--- config.mk ---
export PLATFORM = sky130hd
export DESIGN_NAME = fpu_addsub_sched
export DESIGN_NICKNAME = d
export VERILOG_FILES = /design/src/rtl/fpu_sched_pkg.sv /design/src/rtl/fpu_addsub_sched_arb.sv /design/src/rtl/fpu_addsub_sched.sv
export SDC_FILE = /design/constraint.sdc
export NUM_CORES = 1
export LEC_CHECK = 0
export BUFFER_PORTS_ARGS = -buffer_cell sky130_fd_sc_hd__buf_2
export CORE_AREA = 10 10 125 127
export DETAILED_ROUTE_END_ITERATION = 10
export DIE_AREA = 0 0 135 137
export GPL_ROUTABILITY_DRIVEN = 0
export PLACE_DENSITY = 0.69
export SLEW_MARGIN = 0
export SYNTH_ARGS = -nofsm -noshare
export SYNTH_HDL_FRONTEND = slang
export SYNTH_SLANG_ARGS = --single-unit
--- constraint.sdc ---
create_clock -name clk -period 2.1 [get_ports clk]
set_input_delay 0 -clock clk [delete_from_list [all_inputs] [get_ports clk]]
set_output_delay 0 -clock clk [all_outputs]
set_load 0.01 [all_outputs]
--- src/rtl/fpu_sched_pkg.sv ---
// fpu_sched_pkg
// Shared definitions for the fpu_addsub_sched issue scheduler:
//   FPU_LAT          default latency of the shared fsub unit
//   OP_SUB / OP_ADD  per-requester operation encoding
//   ID_MAXW/TAG_MAXW widest requester id / tag a tracking entry can carry
//   track_t          one tracking-pipe entry {valid, id, tag}
//   flip_x2()        maps an add onto the subtractor (x1 + x2 == x1 - (-x2))
package fpu_sched_pkg;

    localparam int FPU_LAT = 3;

    localparam logic OP_SUB = 1'b0;
    localparam logic OP_ADD = 1'b1;

    // Entries are sized for the largest configuration (NREQ up to 8,
    // TAGW up to 16); narrower instances zero-extend into them.
    localparam int ID_MAXW  = 3;
    localparam int TAG_MAXW = 16;

    typedef struct packed {
        logic                valid;
        logic [ID_MAXW-1:0]  id;
        logic [TAG_MAXW-1:0] tag;
    } track_t;

    // Sign of operand 2 is inverted for add, NaN included: the block does
    // no arithmetic of its own and leaves all IEEE behaviour to fsub.
    function automatic logic [31:0] flip_x2(input logic op, input logic [31:0] x2);
        return (op == OP_ADD) ? {~x2[31], x2[30:0]} : x2;
    endfunction

endpackage

--- src/rtl/fpu_addsub_sched_arb.sv ---
// rr_arbiter
// Purely combinational round-robin arbiter.
//   req   in   NREQ           request vector
//   last  in   $clog2(NREQ)   index granted most recently
//   gnt   out  NREQ           one-hot grant (all zero when no request)
//   idx   out  $clog2(NREQ)   encoded index of the granted requester
// Priority runs last+1, last+2, ... modulo NREQ.
module rr_arbiter #(
    parameter  int NREQ = 2,
    localparam int IDW  = $clog2(NREQ)
) (
    input  logic [NREQ-1:0] req,
    input  logic [IDW-1:0]  last,
    output logic [NREQ-1:0] gnt,
    output logic [IDW-1:0]  idx
);

    always_comb begin
        int         p;
        logic [IDW-1:0] pi;
        logic       found;
        gnt   = '0;
        idx   = '0;
        found = 1'b0;
        p     = 0;
        pi    = '0;
        for (int k = 1; k <= NREQ; k++) begin
            p = int'(last) + k;
            if (p >= NREQ) begin
                p = p - NREQ;
            end
            pi = IDW'(p);
            if (!found && req[pi]) begin
                gnt[pi] = 1'b1;
                idx     = pi;
                found   = 1'b1;
            end
        end
    end

endmodule

--- src/rtl/fpu_addsub_sched.sv ---
// fpu_addsub_sched
// Shares one pipelined single-precision subtractor (fsub, fixed latency LAT)
// among NREQ requesters. Round-robin arbitration, add mapped onto sub by
// inverting the sign of operand 2, and a {valid,id,tag} tracking pipe that
// labels each fsub result on the shared result bus.
//
// Ports:
//   clk, rst                 clock, synchronous active-high reset
//   req_valid/req_ready      per-requester handshake (NREQ bits each)
//   req_op                   per requester: 0 = sub, 1 = add
//   req_x1, req_x2           per-requester operands (NREQ x 32)
//   req_tag                  per-requester opaque tag (NREQ x TAGW)
//   fpu_x1, fpu_x2, fpu_rstn to the fsub instance (fpu_rstn = ~rst)
//   fpu_y                    from the fsub instance
//   res_valid/id/tag/y       result bus, no backpressure
//   stat_issue, stat_wait    statistics counters
//
// Build option: define FPU_SCHED_STATS_EN to include the statistics
// counters; otherwise stat_issue and stat_wait are tied to 0.
//
// Handshake: a request transfers in any cycle where req_valid[i] and
// req_ready[i] are both high. req_ready is combinational from this cycle's
// req_valid and the registered round-robin pointer, is at most one-hot,
// is only raised for a valid requester, and is forced low during reset.
// A requester may drop req_valid in the cycle after its grant.
module fpu_addsub_sched
    import fpu_sched_pkg::*;
#(
    parameter  int NREQ = 2,
    parameter  int LAT  = FPU_LAT,
    parameter  int TAGW = 4,
    localparam int IDW  = $clog2(NREQ)
) (
    input  logic                      clk,
    input  logic                      rst,
    input  logic [NREQ-1:0]           req_valid,
    output logic [NREQ-1:0]           req_ready,
    input  logic [NREQ-1:0]           req_op,
    input  logic [NREQ-1:0][31:0]     req_x1,
    input  logic [NREQ-1:0][31:0]     req_x2,
    input  logic [NREQ-1:0][TAGW-1:0] req_tag,
    output logic [31:0]               fpu_x1,
    output logic [31:0]               fpu_x2,
    output logic                      fpu_rstn,
    input  logic [31:0]               fpu_y,
    output logic                      res_valid,
    output logic [IDW-1:0]            res_id,
    output logic [TAGW-1:0]           res_tag,
    output logic [31:0]               res_y,
    output logic [31:0]               stat_issue,
    output logic [31:0]               stat_wait
);

    logic [NREQ-1:0] gnt;
    logic [IDW-1:0]  gnt_idx;
    logic [IDW-1:0]  last_q, last_d;
    logic            hs;

    // Operand registers; track_q[0] is the entry captured alongside them,
    // track_q[LAT] lines up with fpu_y.
    logic [31:0] x1_q, x1_d;
    logic [31:0] x2_q, x2_d;
    track_t      track_q [LAT+1];
    track_t      ent_d;
    logic        unused_pad;

    rr_arbiter #(.NREQ(NREQ)) u_arb (
        .req  (req_valid),
        .last (last_q),
        .gnt  (gnt),
        .idx  (gnt_idx)
    );

    assign req_ready = rst ? '0 : gnt;
    assign hs        = |req_ready;

    always_comb begin
        x1_d       = x1_q;
        x2_d       = x2_q;
        last_d     = last_q;
        ent_d      = track_q[0];
        ent_d.valid = 1'b0;
        if (hs) begin
            x1_d        = req_x1[gnt_idx];
            x2_d        = flip_x2(req_op[gnt_idx], req_x2[gnt_idx]);
            last_d      = gnt_idx;
            ent_d.valid = 1'b1;
            ent_d.id    = ID_MAXW'(gnt_idx);
            ent_d.tag   = TAG_MAXW'(req_tag[gnt_idx]);
        end
    end

    always_ff @(posedge clk) begin
        if (rst) begin
            x1_q   <= '0;
            x2_q   <= '0;
            // Start pointer at the top so requester 0 wins first.
            last_q <= IDW'(NREQ - 1);
            for (int k = 0; k <= LAT; k++) begin
                track_q[k] <= '0;
            end
        end else begin
            x1_q       <= x1_d;
            x2_q       <= x2_d;
            last_q     <= last_d;
            track_q[0] <= ent_d;
            for (int k = 1; k <= LAT; k++) begin
                track_q[k] <= track_q[k-1];
            end
        end
    end

    assign fpu_x1    = x1_q;
    assign fpu_x2    = x2_q;
    assign fpu_rstn  = ~rst;

    assign res_valid = track_q[LAT].valid;
    assign res_id    = track_q[LAT].id[IDW-1:0];
    assign res_tag   = track_q[LAT].tag[TAGW-1:0];
    assign res_y     = fpu_y;

    // Padding bits above IDW/TAGW are constant zero and intentionally unread.
    assign unused_pad = ^track_q[LAT];

`ifdef FPU_SCHED_STATS_EN
    logic [31:0] issue_q;
    logic [31:0] wait_q;

    always_ff @(posedge clk) begin
        if (rst) begin
            issue_q <= '0;
            wait_q  <= '0;
        end else begin
            if (hs) begin
                issue_q <= issue_q + 32'd1;
            end
            // One count per cycle with any requester left waiting.
            if (|(req_valid & ~req_ready)) begin
                wait_q <= wait_q + 32'd1;
            end
        end
    end

    assign stat_issue = issue_q;
    assign stat_wait  = wait_q;
`else
    assign stat_issue = '0;
    assign stat_wait  = '0;
`endif

endmodule
=== After elaboration in Yosys (flattened, before gate mapping) ===
Memory sizes are Yosys's and may differ from the RTL's.
Cells that the tools add are included.

* Bits in registers: 65
* Memory bits (writable): 80
* Bits of input ports: 174
* Memories kept: 1
* Output and inout bits: 169

{| class="wikitable"
|+ Memories
! memory !! words !! bits a word !! rd ports !! clocked after memory_dff !! wr ports !! line !! source
|-
| track_q || 4 || 20 || 4 || 0 || 4 || fpu_addsub_sched.sv:63 || <nowiki>track_t track_q [LAT+1];</nowiki>
|}

* Mux-type cells: 33
* Bitwise gates (word level): 7
* Add/subtract/negate cells: 4
* Reductions and logical operators: 5
* $lt $le $gt $ge: 7

{| class="wikitable"
|+ Operators by type and width
! operator !! number
|-
| $mux 32 || 5
|-
| $mux 20 || 5
|-
| $mux 1 || 16
|-
| $mux 4 || 2
|-
| $lt 1x2->1 const B || 3
|-
| $mux 2 || 3
|-
| $or 1x1->1 || 4
|-
| $add 1x2->3 const B || 1
|-
| $ge 3x2->1 const B || 1
|-
| $logic_and 1x1->1 || 3
|-
| $add 1x1->2 const B || 1
|-
| $demux 1 s1 || 2
|-
| $ge 1x1->1 const B || 2
|-
| $ge 2x2->1 const B || 1
|-
| $not 1->1 || 2
|-
| $or 2x2->2 || 1
|-
| $reduce_or 2->1 || 1
|-
| $sub 1x1->1 const B || 2
|-
| $logic_not 1->1 || 1
|}

=== Logic depth before layout (Yosys ltp) ===
* Depth after elaboration: 14
* Depth in mapped cells: 6

=== Modules after synthesis ===
Synthesis repeated with hierarchy kept, for this count alone.

* Cell total of the unflattened synthesis: 456
* Area total of the unflattened synthesis: 4590.7 um^2

{| class="wikitable"
|+ Modules (own cells, without submodules)
! module !! instances !! cells an instance !! area an instance (um^2)
|-
| fpu_addsub_sched || 1 || 452 || 4564.4
|-
| rr_arbiter || 1 || 4 || 26.3
|}

=== Worst setup path before layout ===
OpenSTA, ideal clock, no wires.

* Path type: flip-flop to flip-flop
* Start: register last_q
* End: register x1_q[10], in the netlist fpu_x1[10]
* Clock period less this slack: 1133 ps
* Setup slack: 967 ps
* Arrival: 1001 ps
* Required time: 1967 ps
* Buffers on the path: 2
* Cell stages (with the launch flop): 6
* Cells stage by stage: dfxtp_1 -> a21boi_2 -> buf_6 -> buf_12 -> mux2i_1 -> a21oi_1

* Longest elaborated chain between the ends: 12

{| class="wikitable"
|+ RTL lines
! element !! line !! source
|-
| start, declared || fpu_addsub_sched.sv:56 || <nowiki>logic [IDW-1:0] last_q, last_d;</nowiki>
|-
| start signal, assigned || fpu_addsub_sched.sv:98 || <nowiki>last_q <= IDW'(NREQ - 1);</nowiki>
|-
| start signal, assigned || fpu_addsub_sched.sv:105 || <nowiki>last_q <= last_d;</nowiki>
|-
| branches (longest 12 deep; another with $add 1x2->3) || n/a ||
|-
| end signal, assigned || fpu_addsub_sched.sv:95 || <nowiki>x1_q <= '0;</nowiki>
|-
| end signal, assigned || fpu_addsub_sched.sv:103 || <nowiki>x1_q <= x1_d;</nowiki>
|-
| end, declared || fpu_addsub_sched.sv:61 || <nowiki>logic [31:0] x1_q, x1_d;</nowiki>
|}

Parallel ways; which one is timed is not known. The select of a mux whose other input is x is not followed.
A chain may end at the register's enable or synchronous reset.

=== Final worst setup path ===
* Start: register last_q
* End: register x1_q[29], in the netlist fpu_x1[29]

Same word-level chain as after synthesis.

==> flow_summary.ini <==
[worst_setup_path]
crit_slowest_cell = dlygate4sd3_1
required_ns = 2.32
path_max_fanout = 32
slowest_delay_ns = 0.57
crit_arrival_ns = 2.16
startpoint_type = register
path_buf_inv = 2
critical_path_class = register to register
endpoint_kind = register
path_delay_family = buffers and inverters
path_cells = a21boi_4 -> buf_6 -> mux2i_1 -> dlygate4sd3_1 -> a21oi_1

[sta]
fin_worst_skew_ns = 0.00718
fmax_mhz = 516
slew_violations = 0
rsz0062_at_grt = false
relSlewSlack_pct = 62.8
setup-violations-final = 0
fin_crit_ns = 1.94
period_share_pct = 92.3
fin_ws_ns = 0.162
worstMarginPinSlew_ns = 0.557
tns_ns = 0
finalHoldViolations = 0

[status]
outcome = finished, final reports clean

[placed_design]
numPortBuffers = 214
dp_slack_ns = 0.628
dp_hpwl_mm = 9.14

[die]
start_util_pct = 33.3
core_sq_mm = 0.0131
die_h_um = 137
fp-row-count = 42
dieArea_sq_mm = 0.0185
dieWidth_um = 135
num_io_pins = 343

[synth]
avgSynthCellArea_sq_um = 9.60
synth_cells = 454
synth.cell_area_sq_mm = 0.00436
synth-seq-area-share_pct = 40.9
yosys.cell_types.count = 25
ys_seq_elements = 89
ys_warn_count = 0

[drt]
firstDrtPassIters = 4
drt_iter0_drc = 170
viasPerCell = 4.34
postRouteAntennaNets = 0
dr_total_vias = 4059
wire_per_inst_um = 16.0
drc_errors = 0
wl_mm = 15.0

[pwr]
power_leakage_nw = 3.20
power_density_mw_per_mm2 = 683
vdd_drop_max_mv = 0.665

[cts]
clkSinkCount = 89
cts.htree.levels = 3
cts_buffers = 9
cts_buffer_depth = 2
cts_tree = built
postCtsSetupBuffers = 0
insertion_delay_ns = 0.34
clk_pin_slew_worst_paths_ns = 0.06
cts_root_buf = clkbuf_16

[finish]
nNetsFinal = 928
fillCellCount = 1123
ff_latch_area_sq_mm = 0.00178
multi_input_area_sq_mm = 0.00181
drive_gt1_share_pct = 31.5
areaGrowthSynthToFinish_pct = 52.9

[global_routing]
grt_pass1_vias = 4372
grtUsageTotal_pct = 15.5
grt_max_degree = 55
grt_overflow = 0
grt_pass1_wl_mm = 22.9
antenna_found_initial = 1

[min_path]
holdCritPathClass = primary input to primary output

[job]
max_cap_viol_count = 0
routing by layer:
metal | vias to the layer above | share of wire (%) | track usage, %
met4 | 0 | 2.7 | 5.68
met5 | - | 0 | 0
met3 | 41 | 9.8 | 7.40
li1 | 1992 | - | -
met1 | 1822 | 38 | 15.7
met2 | 204 | 50 | 27.2
cells in the mapped netlist:
master    instances  area share [%]
dfxtp_1          89              41
or2b_1            1            0.17
nand3_1           1            0.11
inv_1             1           0.086
a21boi_2          1            0.26
nand2_1           1           0.086
buf_2            14             1.6
conb_1            1           0.086
nor2_1            1           0.086
inv_2             1           0.086
xor2_1            2            0.40
a21oi_1          67             7.7
o21ai_0          67             7.7
o21ba_1           1            0.23
mux2i_1          69              16
o21a_1            1            0.17
buf_4            96              17
nand2b_1          1            0.14
buf_6             4             1.0
a31oi_1           1            0.14
and2_1            1            0.14
buf_12            7             3.2
and3_1            1            0.14
nor2b_1          17             2.4
clkbuf_1          8            0.69
final cells by class:
class	count	share of cell area, %
well taps	176	3.31
flip-flops and latches	89	26.7
diodes	1	0.0376
clock inverters	4	0.751
repair buffers	355	37.8
clock buffers	12	4.00
multi-input cells	297	27.2
inverters	2	0.113
what timing repair did:
item / in CTS / in global routing
setup endpoints to repair: 0 / 29
resized for setup: 0 / 1
hold endpoints to repair: 70 / 0
hold buffers: 135 / 0
worst register-to-register path: cells and delay by family, from the launching register on:
| family | cells | cell delay [ns] |
|---|---|---|
| multiplexers | 1 | 0.30 |
| buffers and inverters | 2 | 0.94 |
| AO/OA/AOI/OAI | 2 | 0.24 |
| flip-flops | 1 | 0.34 |
worst paths after layout:
kind                       from       endpoint  slack [ns]  cells past startpoint
setup / recovery         last_q     fpu_x1[29]        0.16                      5
hold / removal        fpu_y[10]      res_y[10]    0.000004                      0
setup reg to reg         last_q     fpu_x1[29]        0.16                      5
hold reg to reg   track_q[1][3]  track_q[2][3]        0.43                      1
metrics by stage:
stage	area (sq um)	power [W]	utilization [%]	std cells	hold slack, ns
after global placement	4990	0.00260	38.1	784	0.0000686
after global routing	6660	0.00479	50.9	936	0.0000208
final	6660	0.00455	50.9	936	0.00000392
after floorplan	4590	0.00249	-	517	0.0918
after CTS	6660	0.00457	50.9	935	0.0000686
after detailed placement	4990	0.00261	38.1	784	0.0000686
where the power goes:
| part | internal [W] | leakage (nW) | switching [W] | total (W) |
|---|---|---|---|---|
| Clock | 0.00102 | 0.151 | 0.000672 | 0.00169 |
| Sequential | 0.00181 | 0.736 | 0.0000526 | 0.00186 |
| Combinational | 0.000536 | 2.32 | 0.000461 | 0.000997 |
| Total | 0.00336 | 3.20 | 0.00119 | 0.00455 |
flip-flops by register name, summed over array words and instances, names as in the netlist:
register	cells
fpu_x2	32
track_q	24
last_q	1
fpu_x1	32
layout by cell type, fill, tap and decap left out, types with 4 or more instances in the layout:
cell type	instances
dfxtp_1	89
mux2i_1	69
clkbuf_16	9
buf_12	4
nor2b_1	17
dlygate4sd3_1	135
o21ai_0	67
buf_2	214
conb_1	64
a21oi_1	67
cells by family (layout without fill, tap and decap cells):
| group | count (synthesis) | count (layout) | share of synthesized area (%) |
|---|---|---|---|
| flops | 89 | 89 | 40.9 |
| compound gates | 138 | 138 | 16.2 |
| mux | 69 | 69 | 15.8 |
| simple gates | 24 | 24 | 3.33 |
| other cells | 1 | 65 | 0.0861 |
| xor+xnor | 2 | 2 | 0.402 |
| buf+inv | 131 | 373 | 23.3 |
No activity file was read; power rests on OpenSTA's default activity.
